[config.mk]
export PLATFORM = sky130hd
export DESIGN_NAME = uart_tx_driver
export DESIGN_NICKNAME = d
export VERILOG_FILES = /design/src/rtl/uart_tx_driver.sv
export SDC_FILE = /design/constraint.sdc
export NUM_CORES = 1
export LEC_CHECK = 0
export ABC_AREA = 1
export CORE_MARGIN = 1.5
export CORE_UTILIZATION = 35
export CTS_BUF_LIST = sky130_fd_sc_hd__clkbuf_8 sky130_fd_sc_hd__clkbuf_16
export DETAILED_ROUTE_END_ITERATION = 12
export PLACE_DENSITY = 0.64
export SYNTH_ARGS = -nofsm -noshare
export SYNTH_HDL_FRONTEND = slang
export SYNTH_SLANG_ARGS = --single-unit
[constraint.sdc]
create_clock -name HCLK -period 2.53 [get_ports HCLK]
set_input_delay 0.253 -clock HCLK [delete_from_list [all_inputs] [get_ports HCLK]]
set_output_delay 0.253 -clock HCLK [all_outputs]
set_load 0.1 [all_outputs]
[src/rtl/uart_tx_driver.sv]
// 8N1 UART transmitter (LSB first, idle high) fed by a small power-of-two byte FIFO.
// Back-to-back queued bytes are sent with no idle gap between the stop bit and the next start bit.
module uart_tx_driver #(
    parameter int CLKS_PER_BIT = 16,
    parameter int FIFO_DEPTH   = 4,
    parameter int STOP_BITS    = 1
) (
    input  logic                               HCLK,
    input  logic                               HRESET,
    input  logic [7:0]                         wdata,
    input  logic                               wvalid,
    output logic                               wready,
    output logic                               tx,
    output logic                               busy,
    output logic [$clog2(FIFO_DEPTH+1)-1:0]    fifo_level
);

    localparam int AW = $clog2(FIFO_DEPTH);
    localparam int LW = $clog2(FIFO_DEPTH + 1);
    localparam int PW = $clog2(CLKS_PER_BIT);

    localparam logic [PW-1:0] PRE_LAST  = PW'(CLKS_PER_BIT - 1);
    localparam logic [2:0]    STOP_LAST = 3'(STOP_BITS - 1);
    localparam logic [LW-1:0] LEVEL_FULL = LW'(FIFO_DEPTH);

    localparam logic [1:0] IDLE  = 2'd0;
    localparam logic [1:0] START = 2'd1;
    localparam logic [1:0] DATA  = 2'd2;
    localparam logic [1:0] STOP  = 2'd3;

    logic [7:0]    mem [FIFO_DEPTH];
    logic [AW-1:0] wr_ptr_reg;
    logic [AW-1:0] rd_ptr_reg;
    logic [LW-1:0] level_reg;

    logic [1:0]    state_reg;
    logic [PW-1:0] prescale_reg;
    logic [2:0]    bit_cnt_reg;
    logic [7:0]    shift_reg;
    logic          tx_reg;

    logic          push;
    logic          pop;
    logic          fifo_nonempty;
    logic          bit_end;
    logic          stop_last;
    logic [7:0]    head;

    assign wready        = (level_reg != LEVEL_FULL);
    assign fifo_nonempty = (level_reg != '0);
    assign push          = wvalid & wready;
    assign bit_end       = (prescale_reg == PRE_LAST);
    assign stop_last     = (bit_cnt_reg == STOP_LAST);
    assign head          = mem[rd_ptr_reg];

    // A pop happens either from idle or exactly at the end of the last stop bit,
    // which is what lets queued frames run back to back.
    assign pop = fifo_nonempty &
                 ((state_reg == IDLE) |
                  ((state_reg == STOP) & bit_end & stop_last));

    assign tx         = tx_reg;
    assign fifo_level = level_reg;
    assign busy       = (state_reg != IDLE) | fifo_nonempty;

    always_ff @(posedge HCLK) begin
        if (push && !HRESET) begin
            mem[wr_ptr_reg] <= wdata;
        end
    end

    always_ff @(posedge HCLK) begin
        if (HRESET) begin
            wr_ptr_reg <= '0;
            rd_ptr_reg <= '0;
            level_reg  <= '0;
        end else begin
            if (push) begin
                wr_ptr_reg <= wr_ptr_reg + AW'(1);
            end
            if (pop) begin
                rd_ptr_reg <= rd_ptr_reg + AW'(1);
            end
            case ({push, pop})
                2'b10:   level_reg <= level_reg + LW'(1);
                2'b01:   level_reg <= level_reg - LW'(1);
                default: level_reg <= level_reg;
            endcase
        end
    end

    always_ff @(posedge HCLK) begin
        if (HRESET) begin
            state_reg    <= IDLE;
            prescale_reg <= '0;
            bit_cnt_reg  <= '0;
            shift_reg    <= '0;
            tx_reg       <= 1'b1;
        end else begin
            case (state_reg)
                IDLE: begin
                    prescale_reg <= '0;
                    tx_reg       <= 1'b1;
                    if (pop) begin
                        shift_reg   <= head;
                        tx_reg      <= 1'b0;
                        bit_cnt_reg <= '0;
                        state_reg   <= START;
                    end
                end
                START: begin
                    if (bit_end) begin
                        prescale_reg <= '0;
                        tx_reg       <= shift_reg[0];
                        state_reg    <= DATA;
                    end else begin
                        prescale_reg <= prescale_reg + PW'(1);
                    end
                end
                DATA: begin
                    if (bit_end) begin
                        prescale_reg <= '0;
                        if (bit_cnt_reg == 3'd7) begin
                            tx_reg      <= 1'b1;
                            bit_cnt_reg <= '0;
                            state_reg   <= STOP;
                        end else begin
                            tx_reg      <= shift_reg[1];
                            shift_reg   <= {1'b0, shift_reg[7:1]};
                            bit_cnt_reg <= bit_cnt_reg + 3'd1;
                        end
                    end else begin
                        prescale_reg <= prescale_reg + PW'(1);
                    end
                end
                STOP: begin
                    if (bit_end) begin
                        prescale_reg <= '0;
                        if (stop_last) begin
                            bit_cnt_reg <= '0;
                            if (pop) begin
                                shift_reg <= head;
                                tx_reg    <= 1'b0;
                                state_reg <= START;
                            end else begin
                                state_reg <= IDLE;
                            end
                        end else begin
                            bit_cnt_reg <= bit_cnt_reg + 3'd1;
                        end
                    end else begin
                        prescale_reg <= prescale_reg + PW'(1);
                    end
                end
                default: begin
                    state_reg <= IDLE;
                    tx_reg    <= 1'b1;
                end
            endcase
        end
    end

endmodule

==> results.toml <==
[status]
outcome = "complete, no violations"

[global_route]
grt_overflow = 0
grt_usage = 0.1369
antenna_found_initial = 0
grt_start_max_net_pins = 19
grt_first_pass_wirelength_um = 8728
first_global_vias = 1908

[place]
gp_congestion = 0.8169
place.port_buffers = 16
post_dp_cell_area_sq_um = 3030
dp_hpwl_um = 3451

[drt]
drc = 0
routed_via_density = 4.502
first_iter_violations = 93
drt-total-wl_um = 5077
vias = 1999
ant_nets = 0
dr.pass1.iters = 4
wl_per_cell_um = 11.43

[floorplanning]
fp.dieH_um = 91.73
dieArea_sq_um = 8413
die_x_um = 91.73
core_area_sq_um = 7687
start_util = 0.3584
row_count = 32
pin_count = 17

[pwr]
cellPowerDensity_nw_per_um2 = 1241
power_leakage_nw = 1.382
peakVddDrop_uv = 844.5

[logic_synthesis]
async_flop_share = 0
syn-num-nets = 337
ys_ff_latch = 59
yosysTopAreaCell = "edfxtp_1"
yosysTopAreaCellShare = 0.3488
ys_seq_area_frac = 0.5450
synth_enable_flop_cells = 32
synth_common_cells = "62 x nand2_1, 59 x nor2_1, 34 x o21ai_0"
yosysWarningCount = 0
avgSynthCellArea_sq_um = 8.859
yosysMostFrequentCell = "nand2_1"
synth_area_leaders = "edfxtp_1 35%, dfxtp_1 20%, nand2_1 8.4%"
synth_area_sq_um = 2755
ys.flop_type = "edfxtp_1"
netlist_instances = 311
yosys.cell_types.count = 27

[finish]
final_nets = 363
largest_reg_flops = 32
register_area_sq_um = 1505
multiInputGateArea_sq_um = 1100
n_fill_cell = 799
drive_above_1_share = 0.1462
n_antenna_cell = 0
area_growth_pct = 18.03
fin_area_sq_um = 3252
fin_util = 0.4230

[timing]
maxSlewViolCount = 0
period_needed_ns = 2.238
fin_crit_sh = 0.8846
hold_viol = 0
fin_worst_skew_ns = 0.008967
tightest_slew_ns = 0.5567
setup_viol = 0
slew_headroom = 0.6284
fin_setup_tns_ns = 0
rsz0062_at_grt = "no"
clock.fmax_mhz = 446.8

[clock_network]
clock_latency_ns = 0.34
cts_num_sinks = 59
cts_max_path_buffers = 2
tritoncts = "done"
clkTransAtPathRegs_ns = 0.06
cts_buffers = 9
hold_buffers = 0
cts-root-buf = "clkbuf_8"
cts_htree_levels = 3

[worst_setup_path]
worst_setup_path_end_kind = "register"
worst-path-max-fanout = 6
critPathMaxStageDelay_ns = 0.38
worst-endpoint-arrival_ns = 2.50
critPathLaunchType = "register"
crit_chain = "ha_1, nand3_2, o21ai_2, nand2_2, inv_1, ha_1, inv_1, fa_1, nor2_1, nor2_1, nand2_1, o21ai_0, a21oi_1"
path_class = "register to register"
cp.required_ns = 2.79
worst_path_max_delay_cell = "fa_1"

[worst_hold_path]
hp-class = "register to register"

[run]
drv_cap = 0
## per-stage QoR
| step | std cells | total power [mW] | setup slack, ns | hold slack (ns) |
|---|---|---|---|---|
| after floorplan | 311 | 2.812 | 0.08196 | 0.3180 |
| after global placement | 428 | 3.129 | 0.3078 | 0.4330 |
| after detailed placement | 428 | 3.163 | 0.2070 | 0.4376 |
| after CTS | 444 | 4.073 | 0.1869 | 0.4519 |
| after global routing | 444 | 4.392 | 0.02059 | 0.4844 |
| final | 444 | 4.037 | 0.2920 | 0.4494 |
## path summary, 6_finish.rpt
kind / startpoint / end / slack (ns) / depth (start not counted)
worst max register to register: prescale_reg[0] / fifo_level[2] / 0.29 / 13
worst max-delay path: prescale_reg[0] / fifo_level[2] / 0.29 / 13
worst min register to register: prescale_reg[0] / prescale_reg[0] / 0.45 / 1
worst min-delay path: prescale_reg[0] / prescale_reg[0] / 0.45 / 1
## cell usage in the layout (no fill, tap or decap), types with 3 or more instances in the layout
| cell type | n |
|---|---|
| nand2_2 | 5 |
| or2_2 | 8 |
| o21ai_0 | 34 |
| edfxtp_1 | 32 |
| clkdlybuf4s50_1 | 10 |
| clkbuf_8 | 9 |
| nand2_1 | 61 |
| nand3_1 | 9 |
| dfxtp_2 | 3 |
| ha_1 | 13 |
| dfxtp_1 | 24 |
| a21oi_1 | 12 |
| nor2_1 | 59 |
| buf_4 | 12 |
| inv_1 | 32 |
## layer usage
metal,routed length [um],global-route usage,share of wire,vias to the layer above
li1,-,-,-,1057
met1,2384,0.1718,0.47,903
met2,2421,0.2102,0.48,30
met3,167,0.03483,0.033,9
met4,104,0.08590,0.020,0
met5,0,0,0,-
## logic make-up after synthesis
group,after synthesis,share of synthesized area
xor+xnor,2,0.006359
simple gates,147,0.2243
compound gates,49,0.09219
fa+ha+maj,15,0.07085
buf+inv,39,0.06131
flops,59,0.5450
## final cells by class
| class | count | share of cell area |
|---|---|---|
| inverters | 32 | 0.03694 |
| well taps | 102 | 0.03925 |
| flip-flops and latches | 59 | 0.4629 |
| multi-input cells | 213 | 0.3382 |
| repair buffers | 22 | 0.05848 |
| clock buffers | 9 | 0.03809 |
| clock inverters | 7 | 0.02616 |
## critical path, delay by kind of cell, from the launching register on
kind	cells	cell delay [ns]
compound gates	3	0.38
simple gates	5	0.50
buf+inv	2	0.20
flops	1	0.35
fa+ha+maj	3	0.75
## where the power goes
group	total [mW]	switching [mW]	internal, mW
logic	1.85	1.29	0.562
registers	1.29	0.112	1.18
clock network	0.894	0.351	0.543
total	4.04	1.75	2.28
## timing repair
item	in CTS	in global routing
endpoints found under the setup margin	0	1
buffers inserted	0	0
hold endpoints to repair	0	0
resized for setup	0	2
Note: power is estimated with default switching activity, not from simulation.
==> patch 1, RTL diff (config.mk and constraints unchanged) <==
Change the parameter `FIFO_DEPTH` from 4 to 8.
--- a/src/rtl/uart_tx_driver.sv
+++ b/src/rtl/uart_tx_driver.sv
@@ -3,5 +3,5 @@
 module uart_tx_driver #(
     parameter int CLKS_PER_BIT = 16,
-    parameter int FIFO_DEPTH   = 4,
+    parameter int FIFO_DEPTH   = 8,
     parameter int STOP_BITS    = 1
 ) (
Interface: changed (resized fifo_level); port bits go from 17 to 18. No check against the original RTL was run, so the function may have changed too.
==> patch 1 against the unedited design <==
Clock power increased by 44%. Design area increased by 51%. Power increased by 40%. Area after synthesis increased by 55%. Sequential cell count increased by 36. Setup slack got worse by 0.039 ns. Count of clock-buffer cells in the layout unchanged. Wire length increased by 72%. Clock skew decreased by 0.0015 ns. Die area increased by 53%. Combinational power increased by 29%. Final cell count increased by 42%.
==> patch 1: results (changes against the unedited design) <==
The uppermost layer routed is met4. The largest fanout on the critical path is 7 (+1). The number of distinct library cell variants in the gate-level netlist after synthesis is 27 (unchanged), and the number of flip-flops in the largest register is 64 (+100%). The area fraction of the dominant cell type after synthesis works out to 45.12% (+10 points). For the number of buffers inserted during clock tree synthesis, the log shows 9 (unchanged).

Post-detailed-route wirelength per cell: 13.84 µm (+21%). Layout net count: 505 (+39%). The flow ran to the end, and the final reports show no timing, DRC or antenna violations. The via count of the first global-routing pass was 3013 (+58%); the post-detailed-route via-to-cell ratio was 4.791 (+6.4%). The fraction of layout instances using a drive strength above 1 is 10.74% (-3.9 points), and the maximum VDD drop is 0.5181 mV (-39%). The run gives 0 (unchanged) as the diode insertion count for antenna repair. The pin slew with the least headroom to its limit is 0.6254 ns (+0.06874 ns).

The initial antenna violation count came out at 0 (unchanged). The share of the synthesized area in compound gates (AO/OA/AOI/OAI) was 4.142% (-5.1 points). The logs give 32 (+13) for the pin count of the biggest net entering global routing and 481 (+43%) for the synthesized net count. The post-synthesis share of cell area spent on full adders, half adders and majority gates was 4.407% (-2.7 points).

Commonest register cell after synthesis: edfxtp_1. The setup skew after layout came out at 0.007495 ns (-0.001472 ns). The area share of xor/xnor cells in the synthesized design is 0.8226% (+0.19 points). The logs give 487 µm (+190%) for the detailed route wirelength on metal3 and 0 (unchanged) for the number of warnings reported in the yosys synthesis log.

The maximum buffer depth of the clock tree came out at 2 (unchanged). The tools report the leakage power as 2.008 nW (+45%). The proportion of synthesized flip-flops having asynchronous set or reset works out to 0% (unchanged). The number of flops mapped to enable cells by yosys came out at 64 (+100%). The wire length on met1 is 3954 µm (+66%), and the clock input transition at the sequential cells of the worst setup and hold paths is 0.07 ns. The delay of the slowest critical-path stage is 0.43 ns (+0.05 ns).

The number of levels in the clock H-tree was 3 (unchanged); the proportion of synthesized area in mux cells was 0% (unchanged). Count of TritonRoute iterations in the first routing pass: 6 (+2). The standard cell with the maximum stage delay on the critical path was dfxtp_1. The tree is rooted in a clkbuf_16. After synthesis, the most frequently instantiated cells are nand2_1, edfxtp_1, nand3_1. In the post-synthesis netlist, the biggest area contributors are edfxtp_1, dfxtp_1, nand2_1. The detailed-placement wirelength estimate came out at 5606 µm (+62%). Count of input and output buffers: 17 (+1).

The clock insertion delay at the later pin of the skew report came out at 0.35 ns. The global-route wire length before repair is 14470 µm (+66%), and the fraction of the yosys area taken by sequential cells is 59.69% (+5.2 points). The routed length on met2 is 4115 µm (+70%). The max-slew violation total from the final report came out at 0 (unchanged).

The path class of the tightest hold or removal check is reg2reg. Global-route usage over all layers: 14.70% (+1.0 points). The tools report the detailed router's first-iteration violation count as 256 (+180%). Gate family responsible for the most delay along the worst path: adder cells. Routability congestion estimate from global placement: 0.7849 (-3.9%).
## patch 1: area by class of cell
| class | count | area [µm²] |
|---|---|---|
| clock buffer | 9 | 225.2 |
| clock inverter | 7 | 55.05 |
| fill | 1121 | 7061 |
| inverter | 41 | 153.9 |
| multi-input combinational | 303 | 1493 |
| sequential | 95 | 2547 |
| tap | 147 | 183.9 |
| timing repair buffer | 29 | 242.7 |
## patch 1: metal layers
| layer | global-route usage (%) | up-vias |
|---|---|---|
| met3 | 2.196 | 13 |
| li1 | - | 1547 |
| met5 | 0 | - |
| met2 | 24.65 | 68 |
| met1 | 18.10 | 1395 |
| met4 | 8.500 | 0 |
## patch 1: through the flow
step                setup slack (ns)  std cells  area (µm²)  total power, mW  setup TNS [ns]
floorplan                    -0.1050        455        4277            3.908          -3.403
global placement              0.2923        615        4611            4.338               0
detailed placement            0.2278        615        4611            4.395               0
CTS                           0.2010        631        4891            5.691               0
global route                0.004395        631        4901            6.081               0
finish                        0.2526        631        4901            5.665               0
## patch 1: worst paths after layout
path / cells after the start / slack (ns) / startpoint / to
worst max-delay path: 12 / 0.25 / state_reg[0] / fifo_level[2]
worst min-delay path: 1 / 0.45 / prescale_reg[0] / prescale_reg[0]
worst max register to register: 12 / 0.25 / state_reg[0] / fifo_level[2]
worst min register to register: 1 / 0.45 / prescale_reg[0] / prescale_reg[0]
## patch 1: kinds of logic after synthesis
logic type,Yosys count
buffers and inverters,57
XOR/XNOR,4
AND/OR/NAND/NOR,250
adder cells (fa/ha/maj),15
AO/OA/AOI/OAI,34
flip-flops,95
## patch 1: power breakdown
part	leakage [nW]	switching (mW)	internal [mW]
logic	1.04	1.66	0.722
clock network	0.133	0.614	0.679
registers	0.835	0.146	1.84
## patch 1: timing repair
item,4_1_cts,5_1_grt
resized for setup,0,2
setup buffers,0,0
endpoints found under the setup margin,0,1
hold buffers,0,0
## patch 1: worst register-to-register path: stages, from the launching register on
cell and delay, ns:
dfxtp_1 0.43, ha_1 0.26, nand3_1 0.11, o21ai_2 0.16, nand2_1 0.10, inv_2 0.12
ha_2 0.24, xor2_2 0.21, ha_1 0.17, a21oi_1 0.05, xnor2_1 0.13, o21ai_0 0.15
inv_1 0.05
==> patch 2, RTL diff (same settings) <==
Made on the original files. Register the output `fifo_level` once more, without a reset; this adds one clock of latency there. The other outputs are not delayed to match.
--- a/src/rtl/uart_tx_driver.sv
+++ b/src/rtl/uart_tx_driver.sv
@@ -61,5 +61,7 @@
 
     assign tx         = tx_reg;
-    assign fifo_level = level_reg;
+    always_ff @(posedge HCLK) begin
+        fifo_level <= level_reg;
+    end
     assign busy       = (state_reg != IDLE) | fifo_nonempty;
 
Function: changed (a bounded check fails within 4 cycles, from zero or initial values and one cycle with HRESET high).
==> patch 2 against the unedited design <==
Wire length fell by 1.9%. Sequential power is 5% higher. Design area grew 2.0%. Area after synthesis increased by 2.5%. Setup slack worse by 0.029 ns. Via count increased by 0.50%. Count of clock-buffer cells in the layout stayed put. Power rose by 2.5%. Sequential cell count rose by 3. Critical endpoint is now level_reg[2]. Largest power group unchanged.
==> patch 2: results (changes against the unedited design) <==
The flow ran to the end, and the final reports show no timing, DRC or antenna violations. The total area of sequential cells was 0.001562 mm² (+3.7%). The fraction of layout instances using a drive strength above 1 is 13.29% (-1.3 points), and the cell total after placement is 432 (+0.93%). The number of buffers outside the clock class in the layout was 23 (+4.5%); the cell internal power dissipation was 2.364 mW (+3.6%). The tools report the routing usage on met2 as 20.99% (-0.034 points).

The area occupied by multi-input gates was 0.001092 mm² (-0.68%); the detailed router's first-iteration violation count was 49 (-47%). The number of logic inverters in the finished layout was 35 (+9.4%). The arrival time at the worst endpoint was 2.49 ns (about the same); the number of standard cells in the layout, taps in and fillers out was 448 (+0.90%).

The non-clock buffer contribution to total cell area came out at 5.958% (+0.11 points). The multi-input combinational cell count is 210 (-1.4%), and the post-detailed-route wirelength per cell is 11.12 µm (-2.8%). The vias after detailed routing is 2009 (+0.50%). The count of input and output buffers was 16 (unchanged); the met1 usage in global routing was 15.52% (-1.7 points).

The detailed route wirelength on metal3 is 124 µm (-26%). The pin slew with the least headroom to its limit is 0.5025 ns (-0.05421 ns). The area share of xor/xnor cells in the synthesized design came out at 0.6200% (-0.016 points). The run gives 0.33 ns as the clock insertion delay at the later pin of the skew report. Routed length on met2: 2416 µm (-0.21%). The layout sequential cell count was 62 (+5.1%); the number of distinct library cell variants in the gate-level netlist after synthesis was 26 (-3.7%). By count the netlist is led by nand2_1, nor2_1, inv_1, o21ai_0, edfxtp_1. The fraction of the yosys area taken by sequential cells is 55.27% (+0.77 points), and the layout net count is 368 (+1.4%). In the post-synthesis netlist, the biggest area contributors are edfxtp_1, dfxtp_1, nand2_1. The wire length on met1 is 2336 µm (-2.0%). The standard cell with the maximum stage delay on the critical path is dfxtp_1. The clock-cell share of area was 6.259% (-0.17 points); the maximum VDD drop was 0.3499 mV (-59%). For the via count of the first global-routing pass, the log shows 1867 (-2.1%). The delay of the slowest critical-path stage was 0.42 ns (+0.04 ns). The post-synthesis share of cell area spent on full adders, half adders and majority gates was 7.352% (+0.27 points); the number of filler cells placed in the layout was 765 (-4.3%).

The routability congestion estimate from global placement was 0.8027 (-1.7%); the global-route wire length before repair was 8507 µm (-2.5%). The logs give 12.95% (-0.73 points) for the global-route usage over all layers and 0.920 mW (+2.9%) for the power consumed by the clock network. The synthesized net count was 341 (+1.2%); the share of the synthesized area in compound gates (AO/OA/AOI/OAI) was 9.522% (+0.30 points).

The detailed-placement wirelength estimate is 3364 µm (-2.5%), and the leakage power is 1.410 nW (+2.0%). Setup skew after layout: 0.008050 ns (-0.0009166 ns). The tools report the met3 demand-to-capacity share in global routing as 3.038% (-0.44 points).
[patch 2: cell count changes in the layout (fill, tap and decap cells not counted), sizes merged, moves of 2 or more]
cell | before | now
inv | 34 | 38
a21oi | 12 | 15
dfxtp | 27 | 30
nor2 | 60 | 56
nand2 | 67 | 63
nand3 | 10 | 12
[patch 2: metrics by stage]
step	area, µm²	setup slack, ns	power, mW
3_3_place_gp	3108	0.2931	3.221
4_1_cts	3316	0.1947	4.167
2_1_floorplan	2828	0.3039	2.911
6_report	3318	0.2630	4.139
5_1_grt	3318	0.04108	4.518
3_5_place_dp	3108	0.2134	3.226
[patch 2: path summary, 6_finish.rpt]
| path | start | end | slack [ns] | depth (start not counted) |
|---|---|---|---|---|
| worst min register to register | level_reg[2] | fifo_level[2] | 0.38 | 0 |
| worst max register to register | state_reg[0] | level_reg[2] | 0.26 | 12 |
| worst max-delay path | state_reg[0] | level_reg[2] | 0.26 | 12 |
| worst min-delay path | level_reg[2] | fifo_level[2] | 0.38 | 0 |
